[src/rtl/load_unit_pkg.sv]
// Shared load-type encodings, FSM states and the alignment rule for the data-side load path.
package load_unit_pkg;

    localparam logic [2:0] LOAD_LB  = 3'b000;
    localparam logic [2:0] LOAD_LH  = 3'b001;
    localparam logic [2:0] LOAD_LW  = 3'b010;
    localparam logic [2:0] LOAD_LBU = 3'b100;
    localparam logic [2:0] LOAD_LHU = 3'b101;

    typedef enum logic [1:0] {
        ST_IDLE = 2'd0,
        ST_REQ  = 2'd1,
        ST_DONE = 2'd2
    } state_e;

    // Codes 011/110/111 are treated as word loads, so they need word alignment.
    function automatic logic is_misaligned(input logic [2:0] sel, input logic [1:0] off);
        logic mis;
        case (sel)
            LOAD_LB, LOAD_LBU: mis = 1'b0;
            LOAD_LH, LOAD_LHU: mis = off[0];
            default:           mis = (off != 2'b00);
        endcase
        return mis;
    endfunction

endpackage

[src/rtl/load_unit_extractor.sv]
// Selects the byte/halfword/word lane of a little-endian read word and extends it to 32 bits.
module load_extractor
    import load_unit_pkg::*;
(
    input  logic [2:0]  I_loadsel,
    input  logic [1:0]  I_offset,
    input  logic [31:0] I_data,
    output logic [31:0] O_data
);

    logic [7:0]  byte_v;
    logic [15:0] half_v;

    always_comb begin
        byte_v = I_data[7:0];
        case (I_offset)
            2'd1:    byte_v = I_data[15:8];
            2'd2:    byte_v = I_data[23:16];
            2'd3:    byte_v = I_data[31:24];
            default: byte_v = I_data[7:0];
        endcase
        half_v = I_offset[1] ? I_data[31:16] : I_data[15:0];

        O_data = I_data;
        case (I_loadsel)
            LOAD_LB:  O_data = {{24{byte_v[7]}}, byte_v};
            LOAD_LBU: O_data = {24'd0, byte_v};
            LOAD_LH:  O_data = {{16{half_v[15]}}, half_v};
            LOAD_LHU: O_data = {16'd0, half_v};
            default:  O_data = I_data;
        endcase
    end

endmodule

[src/rtl/load_unit.sv]
// Load path: accepts one load, issues a word-aligned req/ack read, extends the selected lane,
// and reports misalignment or bus timeout with a one-cycle done pulse.
module load_unit
    import load_unit_pkg::*;
#(
    parameter int TIMEOUT = 255
) (
    input  logic        I_clk,
    input  logic        I_rstn,
    input  logic        I_start,
    input  logic [2:0]  I_loadsel,
    input  logic [31:0] I_addr,
    output logic        O_busy,
    output logic        O_done,
    output logic [31:0] O_data,
    output logic        O_misaligned,
    output logic        O_timeout,
    output logic [31:0] O_mem_addr,
    output logic        O_mem_req,
    input  logic        I_mem_ack,
    input  logic [31:0] I_mem_data
);

    localparam logic [7:0] TO_LAST = 8'(TIMEOUT - 1);

    state_e      state_q, state_d;
    logic [7:0]  cnt_q, cnt_d;
    logic [2:0]  loadsel_q, loadsel_d;
    logic [1:0]  offset_q, offset_d;
    logic [31:0] data_q, data_d;
    logic [31:0] mem_addr_q, mem_addr_d;
    logic        done_q, done_d;
    logic        mis_q, mis_d;
    logic        to_q, to_d;
    logic [31:0] ext_data;

    load_extractor u_extractor (
        .I_loadsel (loadsel_q),
        .I_offset  (offset_q),
        .I_data    (I_mem_data),
        .O_data    (ext_data)
    );

    always_comb begin
        state_d    = state_q;
        cnt_d      = cnt_q;
        loadsel_d  = loadsel_q;
        offset_d   = offset_q;
        data_d     = data_q;
        mem_addr_d = mem_addr_q;
        done_d     = 1'b0;
        mis_d      = 1'b0;
        to_d       = 1'b0;

        case (state_q)
            ST_IDLE, ST_DONE: begin
                if (I_start) begin
                    if (is_misaligned(I_loadsel, I_addr[1:0])) begin
                        state_d = ST_DONE;
                        done_d  = 1'b1;
                        mis_d   = 1'b1;
                        data_d  = 32'd0;
                    end else begin
                        loadsel_d  = I_loadsel;
                        offset_d   = I_addr[1:0];
                        mem_addr_d = {I_addr[31:2], 2'b00};
                        cnt_d      = 8'd0;
                        state_d    = ST_REQ;
                    end
                end else begin
                    state_d = ST_IDLE;
                end
            end
            ST_REQ: begin
                if (I_mem_ack) begin
                    data_d  = ext_data;
                    done_d  = 1'b1;
                    state_d = ST_DONE;
                end else if (cnt_q == TO_LAST) begin
                    data_d  = 32'd0;
                    done_d  = 1'b1;
                    to_d    = 1'b1;
                    state_d = ST_DONE;
                end else begin
                    cnt_d = cnt_q + 8'd1;
                end
            end
            default: state_d = ST_IDLE;
        endcase
    end

    always_ff @(posedge I_clk or negedge I_rstn) begin
        if (!I_rstn) begin
            state_q    <= ST_IDLE;
            cnt_q      <= 8'd0;
            loadsel_q  <= 3'd0;
            offset_q   <= 2'd0;
            data_q     <= 32'd0;
            mem_addr_q <= 32'd0;
            done_q     <= 1'b0;
            mis_q      <= 1'b0;
            to_q       <= 1'b0;
        end else begin
            state_q    <= state_d;
            cnt_q      <= cnt_d;
            loadsel_q  <= loadsel_d;
            offset_q   <= offset_d;
            data_q     <= data_d;
            mem_addr_q <= mem_addr_d;
            done_q     <= done_d;
            mis_q      <= mis_d;
            to_q       <= to_d;
        end
    end

    // Request is decoded from the state flop so an async reset drops it without a clock edge.
    assign O_mem_req    = (state_q == ST_REQ);
    assign O_busy       = (state_q == ST_REQ);
    assign O_done       = done_q;
    assign O_misaligned = mis_q;
    assign O_timeout    = to_q;
    assign O_data       = data_q;
    assign O_mem_addr   = mem_addr_q;

endmodule

[config.mk]
export PLATFORM = sky130hd
export DESIGN_NAME = load_unit
export DESIGN_NICKNAME = d
export VERILOG_FILES = /design/src/rtl/load_unit_pkg.sv /design/src/rtl/load_unit_extractor.sv /design/src/rtl/load_unit.sv
export SDC_FILE = /design/constraint.sdc
export NUM_CORES = 1
export LEC_CHECK = 0
export CELL_PAD_IN_SITES_DETAIL_PLACEMENT = 1
export CELL_PAD_IN_SITES_GLOBAL_PLACEMENT = 2
export CORE_MARGIN = 1
export CORE_UTILIZATION = 30
export DETAILED_ROUTE_END_ITERATION = 10
export PLACE_DENSITY_LB_ADDON = 0.1
export SETUP_SLACK_MARGIN = 0.1
export SLEW_MARGIN = 40
export SYNTH_ARGS = -nofsm -noshare
export SYNTH_HDL_FRONTEND = slang
export SYNTH_SLANG_ARGS = --single-unit
[constraint.sdc]
create_clock -name I_clk -period 2.65 [get_ports I_clk]
set_input_delay 0.265 -clock I_clk [delete_from_list [all_inputs] [get_ports I_clk]]
set_output_delay 0.265 -clock I_clk [all_outputs]
set_load 0.01 [all_outputs]
==> impl_metrics.env <==
export IMPL_fin_crit_sh=0.817
export IMPL_peakVddDrop_uv=518
export IMPL_clkTransAtPathRegs_ps=60
export IMPL_rows=40
export IMPL_cts_tree="yes"
export IMPL_worst_slack_ps=485
export IMPL_setup_violations_final=0
export IMPL_pin_count=140
export IMPL_first_pass_iters=4
export IMPL_die_h_um=113
export IMPL_startpoint_type="flip-flop"
export IMPL_grt_overflow=0
export IMPL_cts_buffers=9
export IMPL_crit_type="flip-flop to flip-flop"
export IMPL_r2r_cells=5
export IMPL_slew_viol_final=0
export IMPL_tightest_slew_ps=645
export IMPL_grt_first_pass_wirelength_um=17200
export IMPL_drcViolationCount=0
export IMPL_syn2layout_area_growth_pct=48.8
export IMPL_clkLatencyLatePin_ps=340
export IMPL_grt_use_total=0.180
export IMPL_io_buffers=137
export IMPL_grt_max_degree=46
export IMPL_hp_class="input port to async pin"
export IMPL_reg2reg_to="O_data[29]"
export IMPL_post_drt_via_cell_ratio=5.13
export IMPL_die_w_um=113
export IMPL_cellPowerDensity_nw_per_um2=797
export IMPL_gp_congestion=0.741
export IMPL_syn_avg_cell_area_sq_um=12.3
export IMPL_die_area_sq_um=12800
export IMPL_dpl_hpwl_um=7870
export IMPL_cp_arrival_ps=2440
export IMPL_h_tree_depth=3
export IMPL_n_antenna_cell=0
export IMPL_worstSetupEndpointType="flip-flop"
export IMPL_max_freq_mhz=462
export IMPL_finClkSkew_ps=5.75
export IMPL_post_cts_setup_buffer_count=0
export IMPL_grt_setup_unrepaired="no"
export IMPL_fin_setup_tns_ps=0
export IMPL_place_ws_ps=405
export IMPL_max_slew_margin=0.570
export IMPL_synthArstFlopShare=1.00
export IMPL_nets=506
export IMPL_antenna_found_initial=0
export IMPL_synth_sequential_area_ratio=0.541
export IMPL_cap_viol_max_count=0
export IMPL_wirelength_um=10900
export IMPL_dr_total_vias=3000
export IMPL_core_area_sq_um=12000
export IMPL_syn_inst=301
export IMPL_finalHoldViolations=0
export IMPL_avgRoutedWirePerCell_um=18.7
export IMPL_synth_top_flop_cell="dfrtp_1"
export IMPL_cp_max_fo=13
export IMPL_r2r_slack_ps=480
export IMPL_drive_above_1_share=0.162
export IMPL_synthDistinctLibCells=45
export IMPL_cts_num_sinks=80
export IMPL_clockRootBuffer="clkbuf_16"
export IMPL_drtAntennaViolNets=0
export IMPL_clock_path_buffers=2
export IMPL_grt_pass1_vias=3192
export IMPL_cp_data_required_time_ps=2930
export IMPL_period_needed_ps=2170
export IMPL_outcome="complete, no violations"
export IMPL_initial_core_util=0.308
export IMPL_yosysWarnings=0
export IMPL_ys_ff_latch=80
export IMPL_netlist_area_sq_um=3700
export IMPL_synth_edff_count=0
export IMPL_fill_cells=1262
export IMPL_r2r_start="offset_q[1]"
export IMPL_p_leak_uw=0.00231
export IMPL_drt_iter0_drc=99
## layout make-up
cell class / instances / area [sq um] / area share
sequential: 80 / 2000 / 0.363
clock inverter: 5 / 57.6 / 0.0104
timing repair buffer: 145 / 1440 / 0.262
tap: 147 / 184 / 0.0334
multi-input combinational: 191 / 1570 / 0.284
clock buffer: 11 / 233 / 0.0422
inverter: 6 / 22.5 / 0.00409
## power breakdown
group / switching, uW / internal (uW) / total, uW
Clock: 520 / 729 / 1250
Sequential: 216 / 1490 / 1710
Combinational: 586 / 847 / 1430
Total: 1320 / 3070 / 4390
## stage by stage
stage	cell area [sq um]	utilization	power (uW)	hold WS, ps	std cells
floorplan	3710	-	2360	-30.6	302
global placement	5200	0.433	3150	270	567
detailed placement	5210	0.434	3180	271	568
CTS	5510	0.459	4460	448	585
global route	5510	0.459	4640	468	585
finish	5510	0.459	4390	436	585
## worst max-delay path by stage
stage	from	endpoint	slack [ps]	depth (start not counted)
floorplan	cnt_q[0]	O_data[29]	880	8
global placement	I_mem_data[31]	O_data[27]	400	5
detailed placement	I_mem_data[31]	O_data[18]	400	6
CTS	offset_q[1]	O_data[29]	490	5
global route	offset_q[1]	O_data[29]	340	5
finish	offset_q[1]	O_data[29]	480	5
## cell families after synthesis
logic type,after synthesis,synth area share
XOR/XNOR,3,0.00710
flip-flops,80,0.541
adder cells (fa/ha/maj),2,0.00676
AO/OA/AOI/OAI,75,0.161
buffers and inverters,31,0.0372
multiplexers,53,0.159
AND/OR/NAND/NOR,56,0.0872
other,1,0.00101
## cell usage after synthesis, types with 2 or more instances
library cell | n | share of area
nor2_1 | 5 | 0.0051
o2bb2ai_1 | 7 | 0.017
a21oi_1 | 11 | 0.015
ha_1 | 2 | 0.0068
o21ai_0 | 18 | 0.024
a21o_1 | 3 | 0.0061
and3_1 | 3 | 0.0051
nand3_1 | 6 | 0.0081
nand2_1 | 7 | 0.0071
a211oi_1 | 2 | 0.0041
mux2i_1 | 7 | 0.019
xnor2_1 | 3 | 0.0071
a221o_1 | 16 | 0.043
buf_2 | 5 | 0.0068
buf_1 | 5 | 0.0051
inv_1 | 6 | 0.0061
nor2b_1 | 8 | 0.014
buf_4 | 4 | 0.0081
clkbuf_1 | 11 | 0.011
mux2_2 | 46 | 0.14
nand2b_1 | 16 | 0.027
o311ai_0 | 2 | 0.0047
a32o_1 | 7 | 0.019
dfrtp_1 | 80 | 0.54
## flip-flops by register name (all words and copies together) (netlist names)
| signal | cells |
|---|---|
| O_misaligned | 1 |
| O_mem_addr | 30 |
| O_data | 32 |
| state_q | 2 |
| cnt_q | 8 |
| O_done | 1 |
| O_timeout | 1 |
| offset_q | 2 |
| loadsel_q | 3 |
## layout by cell type (no fill, tap or decap), types with 2 or more instances in the layout
cell / n
clkbuf_1: 2
mux2i_1: 7
mux2_2: 46
o311ai_0: 2
a211oi_1: 2
inv_1: 6
conb_1: 2
dfrtp_1: 80
nand2b_1: 16
buf_4: 7
nor2_1: 5
nand2_1: 7
o2bb2ai_1: 7
ha_1: 2
a21oi_1: 11
a221o_1: 16
clkbuf_16: 9
nand3_1: 6
a21o_1: 3
and3_1: 3
clkdlybuf4s50_1: 136
clkinvlp_4: 3
o21ai_0: 18
xnor2_1: 3
a32o_1: 7
nor2b_1: 8
## worst max-delay path, cell delays in order (launching register included)
cell and delay, ps:
dfrtp_1 630, nor2b_1 280, a22oi_4 160, a2111oi_4 630, buf_4 280, a221o_1 130
## layer usage
| layer | wire, um | global-route usage |
|---|---|---|
| met5 | 0 | 0 |
| met4 | 308 | 0.0886 |
| met3 | 887 | 0.0675 |
| met2 | 5160 | 0.288 |
| met1 | 4570 | 0.214 |
## timing repair
item                                    in CTS  in global routing
endpoints found under the setup margin       0                  0
endpoints found under the hold margin       35                  0
resized for setup                            0                  0
hold buffers                                 1                  0
Note: power is estimated with default switching activity, not from simulation.
